## src/rtl/order_msg_fifo.sv

```systemverilog
// order_msg_fifo
// Buffers decoded order messages between the message parser and the
// order-book logic. The parser strobes one message per cycle at most, with
// no back-pressure; the consumer drains through a valid/ready handshake.
// Messages with illegal operation codes are dropped. A legal message that
// arrives while the FIFO is full is lost, and this sets a sticky overflow flag.
// Output is first-word-fall-through, and the head fields read as zero while empty.
//
// Optional feature macro: ORDER_FIFO_STATS_EN
//   When defined, the block adds saturating 16-bit counters of accepted
//   pushes and dropped messages. Dropped messages are illegal codes plus
//   overflow losses.
module order_msg_fifo #(
    parameter int PRICE_WIDTH = 15,
    parameter int ID_WIDTH    = 15,
    parameter int QUANT_WIDTH = 7,
    parameter int STOCK_WIDTH = 7,
    parameter int DEPTH       = 8
) (
    input  logic                     clk_in,
    input  logic                     reset_in,
    input  logic                     msg_valid_in,
    input  logic [2:0]               operation_in,
    input  logic [STOCK_WIDTH:0]     stock_symbol_in,
    input  logic [ID_WIDTH:0]        order_id_in,
    input  logic [PRICE_WIDTH:0]     price_in,
    input  logic [QUANT_WIDTH:0]     quantity_in,
    output logic                     valid_out,
    input  logic                     ready_in,
    output logic [2:0]               operation_out,
    output logic [STOCK_WIDTH:0]     stock_symbol_out,
    output logic [ID_WIDTH:0]        order_id_out,
    output logic [PRICE_WIDTH:0]     price_out,
    output logic [QUANT_WIDTH:0]     quantity_out,
    output logic [$clog2(DEPTH):0]   count_out,
    output logic                     overflow_out
`ifdef ORDER_FIFO_STATS_EN
    ,
    output logic [15:0]              accepted_cnt_out,
    output logic [15:0]              dropped_cnt_out
`endif
);

    localparam int PW = $clog2(DEPTH);
    localparam int CW = PW + 1;
    localparam logic [CW-1:0] FULL_COUNT = CW'(DEPTH);

    typedef struct packed {
        logic [2:0]           operation;
        logic [STOCK_WIDTH:0] stock_symbol;
        logic [ID_WIDTH:0]    order_id;
        logic [PRICE_WIDTH:0] price;
        logic [QUANT_WIDTH:0] quantity;
    } entry_t;

    entry_t          mem_q [DEPTH];
    entry_t          mem_d [DEPTH];
    logic [PW-1:0]   wr_ptr_q, wr_ptr_d;
    logic [PW-1:0]   rd_ptr_q, rd_ptr_d;
    logic [CW-1:0]   count_q, count_d;
    logic            overflow_q, overflow_d;

    logic            legal;
    logic            full;
    logic            pop;
    logic            push;
    logic            lost;
    entry_t          new_entry;
    entry_t          head;

    // Decode the handshake. Because a pop frees a slot in the same cycle,
    // a full FIFO can still accept a push when the consumer pops.
    always_comb begin
        legal     = (operation_in >= 3'd1) && (operation_in <= 3'd4);
        full      = (count_q == FULL_COUNT);
        pop       = (count_q != '0) && ready_in;
        push      = msg_valid_in && legal && (!full || pop);
        lost      = msg_valid_in && legal && full && !pop;
        new_entry = '{operation:    operation_in,
                      stock_symbol: stock_symbol_in,
                      order_id:     order_id_in,
                      price:        price_in,
                      quantity:     quantity_in};
    end

    // Compute the next storage, pointer, occupancy and overflow state.
    always_comb begin
        mem_d      = mem_q;
        wr_ptr_d   = wr_ptr_q;
        rd_ptr_d   = rd_ptr_q;
        count_d    = count_q;
        overflow_d = overflow_q | lost;
        if (push) begin
            mem_d[wr_ptr_q] = new_entry;
            wr_ptr_d        = wr_ptr_q + PW'(1);
        end
        if (pop) begin
            rd_ptr_d = rd_ptr_q + PW'(1);
        end
        case ({push, pop})
            2'b10:   count_d = count_q + CW'(1);
            2'b01:   count_d = count_q - CW'(1);
            default: count_d = count_q;
        endcase
    end

    // Register the FIFO state. Reset discards every stored entry.
    always_ff @(posedge clk_in) begin
        if (reset_in) begin
            for (int i = 0; i < DEPTH; i++) begin
                mem_q[i] <= '0;
            end
            wr_ptr_q   <= '0;
            rd_ptr_q   <= '0;
            count_q    <= '0;
            overflow_q <= 1'b0;
        end else begin
            mem_q      <= mem_d;
            wr_ptr_q   <= wr_ptr_d;
            rd_ptr_q   <= rd_ptr_d;
            count_q    <= count_d;
            overflow_q <= overflow_d;
        end
    end

    // Present the head entry fall-through style, and force it to zero while empty.
    // The head slot is never written while occupied, so a stalled head holds steady.
    always_comb begin
        head             = mem_q[rd_ptr_q];
        valid_out        = (count_q != '0);
        operation_out    = valid_out ? head.operation    : '0;
        stock_symbol_out = valid_out ? head.stock_symbol : '0;
        order_id_out     = valid_out ? head.order_id     : '0;
        price_out        = valid_out ? head.price        : '0;
        quantity_out     = valid_out ? head.quantity     : '0;
        count_out        = count_q;
        overflow_out     = overflow_q;
    end

`ifdef ORDER_FIFO_STATS_EN
    logic [15:0] accepted_cnt_q, accepted_cnt_d;
    logic [15:0] dropped_cnt_q, dropped_cnt_d;
    logic        dropped_event;

    // Advance the saturating statistics counters on accepted and dropped messages.
    always_comb begin
        dropped_event  = (msg_valid_in && !legal) || lost;
        accepted_cnt_d = accepted_cnt_q;
        dropped_cnt_d  = dropped_cnt_q;
        if (push && (accepted_cnt_q != 16'hFFFF)) begin
            accepted_cnt_d = accepted_cnt_q + 16'd1;
        end
        if (dropped_event && (dropped_cnt_q != 16'hFFFF)) begin
            dropped_cnt_d = dropped_cnt_q + 16'd1;
        end
    end

    // Register the statistics counters.
    always_ff @(posedge clk_in) begin
        if (reset_in) begin
            accepted_cnt_q <= '0;
            dropped_cnt_q  <= '0;
        end else begin
            accepted_cnt_q <= accepted_cnt_d;
            dropped_cnt_q  <= dropped_cnt_d;
        end
    end

    assign accepted_cnt_out = accepted_cnt_q;
    assign dropped_cnt_out  = dropped_cnt_q;
`endif

endmodule

```

## config.mk

```make
export PLATFORM = sky130hd
export DESIGN_NAME = order_msg_fifo
export DESIGN_NICKNAME = d
export VERILOG_FILES = /design/src/rtl/order_msg_fifo.sv
export SDC_FILE = /design/constraint.sdc
export NUM_CORES = 1
export LEC_CHECK = 0
export BUFFER_PORTS_ARGS = -buffer_cell sky130_fd_sc_hd__buf_2
export CORE_AREA = 2 2 185 187
export DETAILED_ROUTE_END_ITERATION = 10
export DIE_AREA = 0 0 187 189
export PLACE_DENSITY = 0.88
export SETUP_SLACK_MARGIN = 0.4
export SLEW_MARGIN = 10
export SYNTH_ARGS = -nofsm -noshare
export SYNTH_HDL_FRONTEND = slang
export SYNTH_SLANG_ARGS = --single-unit
```

## constraint.sdc

```tcl
create_clock -name clk_in -period 3.2 [get_ports clk_in]
set_clock_uncertainty 0.15 [all_clocks]
set_input_delay 0.16 -clock clk_in [delete_from_list [all_inputs] [get_ports clk_in]]
set_output_delay 0.16 -clock clk_in [all_outputs]
set_load 0.005 [all_outputs]
```

## After elaboration in Yosys (flattened, before gate mapping)

Index checks and enable logic that the tools add are counted.

- Register bits after elaboration: 419
- Latch bits: 0
- RAM bits: 0
- ROM bits: 0
- Bits of input ports: 55
- Logic and storage cells: 83
- Memories kept: 0

- Add/subtract/negate cells: 4
- $mul: 0
- Divide/modulo/power cells: 0
- Magnitude comparators: 5
- Equality and inequality tests: 3
- Shift-type cells: 0
- Muxes and demuxes: 12
- Bitwise logic cells: 3
- Reduce and logical (&&, ||, !) cells: 12

Operator list:

| operator | count |
|---|---|
| 408-bit bitwise mux | 1 |
| 51-bit binary-select mux with 3-bit select | 1 |
| 51-bit demux with 3-bit select | 1 |
| 51-bit two-way mux | 3 |
| 16-bit two-way mux | 2 |
| 8-bit two-way mux | 2 |
| 4-bit greater-or-equal comparator (second input constant) | 2 |
| 3-bit inverter with 4-bit output | 2 |
| 4-bit one-hot mux with 2 select lines | 1 |
| 1-bit logical AND | 7 |
| 3-bit by 1-bit adder with 3-bit output (second input constant) | 2 |
| 4-bit by 1-bit adder with 4-bit output (second input constant) | 1 |
| 4-bit == test (second input constant) | 1 |
| 4-bit by 1-bit < comparator with 1-bit output (second input constant) | 1 |
| 4-bit nonzero test | 1 |
| 4-bit by 1-bit subtractor with 4-bit output (second input constant) | 1 |
| 3-bit by 1-bit greater-or-equal comparator with 1-bit output (second input constant) | 1 |
| 3-bit less-or-equal comparator (second input constant) | 1 |
| 3-bit two-way mux | 1 |
| 2-bit by 1-bit == test with 1-bit output (second input constant) | 1 |
| 2-bit == test (second input constant) | 1 |
| 1-bit logical NOT | 2 |
| 2-bit nonzero test | 1 |
| 1-bit logical OR | 1 |
| 1-bit OR | 1 |

## Depth between registers and ports, before layout

- Depth in word-level cells: 6
- Mapped depth: 12
- Mapped depth without buffers: 10

## Least setup slack after synthesis

Ideal clock, no wire load.

- Path type: reg2reg
- Start point: reg count_q[1], in the netlist count_out[1]
- End point: reg count_q[3], in the netlist count_out[3]
- Data arrival time: 2.525 ns
- Slack: 0.404 ns
- Cell stages (with the launch flop): 12
- Path buffers: 3
- Cell sequence: dfxtp_1 -> buf_4 -> nor4_2 -> inv_2 -> and2_1 -> clkbuf_1 -> ha_1 -> buf_1 -> nor4b_1 -> o21ai_0 -> o31ai_1 -> mux2_2

- Cells in the longest elaborated chain, start to end: 6
- Elaborated cells between the ends (all ways): 12

Ends and longest elaborated chain:

| what | line | text |
|---|---|---|
| from (decl) | 60 | `logic [CW-1:0] count_q, count_d;` |
| from (signal assigned) | 121 | `count_q <= count_d;` |
| 4-bit nonzero test (*) | - |  |
| via valid_out | 28 | `output logic valid_out,` |
| 1-bit logical AND (*) | 76 | `pop = (count_q != '0) && ready_in;` |
| via pop | 65 | `logic pop;` |
| 1-bit logical OR | 77 | `push = msg_valid_in && legal && (!full \|\| pop);` |
| 1-bit logical AND | 77 |  |
| 2-bit by 1-bit == test with 1-bit output / 2-bit == test (equally long branches) | 100 | `case ({push, pop})` |
| 4-bit one-hot mux with 2 select lines / 2-bit nonzero test (equally long branches) | - |  |

The timed path passes the listed nets; every way through them passes the cells marked *.
A chain may end at the register's enable or synchronous reset.

## Final worst setup path

- Start point: reg count_q[0], in the netlist count_out[0]
- End point: out price_out[9]

- Cells in the longest elaborated chain, start to end: 2

Ends and longest elaborated chain:

| what | line | text |
|---|---|---|
| 4-bit nonzero test | 130 | `valid_out = (count_q != '0);` |
| 16-bit two-way mux | 134 | `price_out = valid_out ? head.price : '0;` |
| to (decl) | 33 | `output logic [PRICE_WIDTH:0] price_out,` |

No other way between the ends.

==> parameters.txt <==
Parameter                              Value

GRT
  Wire length of the first global-routing pass    70,900 um
  Vias in the first global route    13,800
  Initial antenna violation count    0
  Global-route usage over all layers    0.246
  Overflow left after global routing    0
  Largest net degree at the start of global routing    116

Yosys
  Number of storage elements in the synthesis netlist    419
  Number of nets produced by synthesis    1,808
  Post-Synthesis Mean Instance Area    11.3 um^2
  List of most frequent post-synthesis cells    sky130_fd_sc_hd__mux2i_1, sky130_fd_sc_hd__nand2b_1, sky130_fd_sc_hd__dfxtp_1
  Post-Synthesis Cells    1,748
  Cell with the most instances after synthesis    sky130_fd_sc_hd__mux2i_1
  Combined area of all synthesized cells    19,800 um^2
  Most area-consuming cells after synthesis    sky130_fd_sc_hd__dfxtp_1, sky130_fd_sc_hd__mux2i_1, sky130_fd_sc_hd__nand2b_1, sky130_fd_sc_hd__mux4_2, sky130_fd_sc_hd__buf_4
  Fraction of registers with async set/reset    0
  Sequential-to-total area share from yosys stat    0.424
  Synth warn    0
  Post-synth EDFFs    0
  Post-synth cell types    33
  Fraction of post-synthesis cell area in the top cell type by area    0.424
  Most used flip-flop cell after synthesis    sky130_fd_sc_hd__dfxtp_1
  Dominant cell type by area after synthesis    sky130_fd_sc_hd__dfxtp_1

Worst setup path
  Worst reg2reg path endpoint    count_out[2]$_SDFFE_PP0P_
  Number of cells on the worst reg-to-reg path    10
  Capture point of the critical path    price_out[9]
  Worst path required time    2890 ps
  Reg2Reg Setup Slack    520 ps
  Data arrival, critical path    2410 ps
  Kind of critical path    reg -> out
  Category of the worst setup path launch point    register
  Critical Path Fanout Max    51
  Launching point of the worst reg2reg path    count_out[1]$_SDFFE_PP0P_
  CP Capture Type    primary output
  Setup crit start    count_out[0]$_SDFFE_PP0P_

CTS
  Number of clock sinks seen by CTS    419
  Inserted Clock Buffers    44
  Clock buffer depth    3
  Worst-skew pair later-pin latency    540 ps
  CTS tree    done
  Clock slew seen by the registers of the worst setup and hold paths    60 ps
  Cell at the root of the clock tree    sky130_fd_sc_hd__clkbuf_16
  Number of H-tree levels    2

Layout
  Area growth, synth to finish    14.1%
  Area occupied by registers    8400 um^2
  Share of the core filled with cells in the final layout    0.678
  Number of fillers in the final layout    2,360
  Cell Count, Final, Fillers Out    2,291
  Post-route cell area    22,600 um^2
  Antenna Diode Count    0
  Fin nets    1,871
  Layout cells sized above 1    0.180
  Combined area of the multi-input logic cells    10,400 um^2

Route
  Wire length per cell after detailed routing    19.5 um
  Antenna-violating nets left    0
  Post-route DRC violation count    0
  Overall routed net length    44,700 um
  Iteration-0 DRC count of the detailed router    911
  DR vias/cell    5.66
  Pre-antenna DRT Iters    5
  Vias    13,000

Die
  Die outline height    189 um
  Number of rows created at floorplan    67
  Floorplan Core Area    33,300 um^2
  Total Die Area    35,300 um^2
  Initial Util    0.594
  Floorplan die width    187 um
  Count of boundary I/O pins    112

Timing
  Worst slew margin relative to its limit    0.467
  Hold slack    40.0 ps
  Transition time of the tightest slew-check pin    799 ps
  Achievable frequency    368 MHz
  Share of the clock period used by the worst path    0.850
  Final Hold Vio Count    0
  Final setup violation count    0
  Min Tclk post-route    2720 ps
  Unrepaired setup endpoints after global routing    true
  Total negative slack    0 ps
  Worst Slack Setup Final    480 ps
  Max-slew violation count    0

Power
  Power per Cell Area    565 nW/um^2
  Worst vdd ir    0.000696 V
  Design Power    12.7 mW
  Leakage power figure    10.6 nW

Placement
  Pre-CTS setup slack    528 ps
  Count of port buffers added during placement    111
  Placed standard-cell area    20,400 um^2
  Placed cells    2,145
  GP Congestion    0.748
  HPWL after detailed placement    24,700 um

Min path
  Worst min-delay path category    in -> reg

Run
  MaxCap Viol Count    0

Status
  Result of the run    finished clean
[metal layers]
| layer | routed length, um | vias up | global-route usage |
|---|---|---|---|
| met3 | 1920 | 61 | 0.0319 |
| met2 | 22100 | 322 | 0.425 |
| met1 | 19800 | 6473 | 0.324 |
| met5 | 0 | - | 0 |
| met4 | 811 | 0 | 0.0723 |
| li1 | - | 6113 | - |
[worst min path at each step]
| stage | startpoint | to | slack, ps | depth (start not counted) |
|---|---|---|---|---|
| detailed placement | overflow_out$_SDFF_PP0_ | overflow_out$_SDFF_PP0_ | 310 | 2 |
| global route | operation_in[0] | mem_q[201]$_SDFFE_PP0P_ | 50 | 3 |
| global placement | mem_q[145]$_SDFFE_PP0P_ | mem_q[145]$_SDFFE_PP0P_ | 310 | 2 |
| CTS | operation_in[0] | mem_q[354]$_SDFFE_PP0P_ | 20 | 3 |
| finish | operation_in[0] | mem_q[303]$_SDFFE_PP0P_ | 40 | 3 |
| floorplan | ready_in | rd_ptr_q[2]$_SDFFE_PP0P_ | 230 | 3 |
[layout make-up]
cell class / instances / area share
multi-input cells: 1138 / 0.463
well taps: 448 / 0.0249
inverters: 1 / 0.000166
repair buffers: 207 / 0.0769
flip-flops and latches: 419 / 0.372
clock inverters: 9 / 0.00472
clock buffers: 69 / 0.0579
[cells in the final DEF (no fill, tap or decap), types with 2 or more instances in the layout]
master | Yosys | layout
sky130_fd_sc_hd__mux2i_1 | 462 | 462
sky130_fd_sc_hd__nand2b_1 | 459 | 459
sky130_fd_sc_hd__dfxtp_1 | 419 | 416
sky130_fd_sc_hd__buf_2 | 28 | 110
sky130_fd_sc_hd__mux4_2 | 102 | 102
sky130_fd_sc_hd__nor2_1 | 61 | 61
sky130_fd_sc_hd__dlygate4sd3_1 | 0 | 51
sky130_fd_sc_hd__clkbuf_16 | 0 | 47
sky130_fd_sc_hd__buf_4 | 32 | 21
sky130_fd_sc_hd__buf_12 | 0 | 19
sky130_fd_sc_hd__clkbuf_1 | 63 | 15
sky130_fd_sc_hd__clkbuf_8 | 0 | 9
sky130_fd_sc_hd__nor2b_1 | 6 | 6
sky130_fd_sc_hd__o21ai_0 | 5 | 5
sky130_fd_sc_hd__a21oi_1 | 5 | 5
sky130_fd_sc_hd__ha_1 | 5 | 5
sky130_fd_sc_hd__xor2_1 | 4 | 4
sky130_fd_sc_hd__clkinv_2 | 0 | 4
sky130_fd_sc_hd__mux2_2 | 3 | 3
sky130_fd_sc_hd__nand2_1 | 3 | 3
sky130_fd_sc_hd__nand4b_1 | 3 | 3
sky130_fd_sc_hd__nand4_1 | 3 | 3
sky130_fd_sc_hd__nand3_1 | 3 | 3
sky130_fd_sc_hd__inv_6 | 0 | 3
sky130_fd_sc_hd__dfxtp_4 | 0 | 3
sky130_fd_sc_hd__and2_1 | 2 | 2
sky130_fd_sc_hd__or3_1 | 2 | 2
sky130_fd_sc_hd__bufinv_16 | 0 | 2
sky130_fd_sc_hd__buf_8 | 0 | 2
sky130_fd_sc_hd__buf_16 | 0 | 2
[report_power, final]
part           total (mW)  internal [mW]  leakage [nW]  switching, mW
Sequential           5.44           5.32          3.38          0.117
Combinational        2.32           1.05          6.56           1.26
Clock                4.98           2.96         0.694           2.02
Total                12.7           9.33          10.6           3.41
[cells by family after synthesis]
family          count (synthesis)  synth area share
compound gates                 11           0.00291
buf+inv                       191            0.0479
fa+ha+maj                       5           0.00317
mux                           567             0.352
flops                         419             0.424
simple gates                  550             0.167
xor+xnor                        5           0.00222
[critical path, cell delays in order, from the launching register on]
cell                      delay [ps]
sky130_fd_sc_hd__dfxtp_1         400
sky130_fd_sc_hd__nor4_4          310
sky130_fd_sc_hd__buf_4           670
sky130_fd_sc_hd__nor2_1          240
sky130_fd_sc_hd__buf_2           190
[registers in the layout, summed over array words and instances (netlist names)]
name and cells:
overflow_out 1, count_out 4, wr_ptr_q 3, rd_ptr_q 3, mem_q 408
[timing repair]
item                                    in CTS  in global routing
hold buffers                                51                  0
endpoints found under the hold margin      357                  0
cloned                                       0                  2
setup buffers                                0                 15
resized for setup                            1                  3
pin swaps                                    0                  1
endpoints found under the setup margin       6                 16
Note: power is estimated with default switching activity, not from simulation.
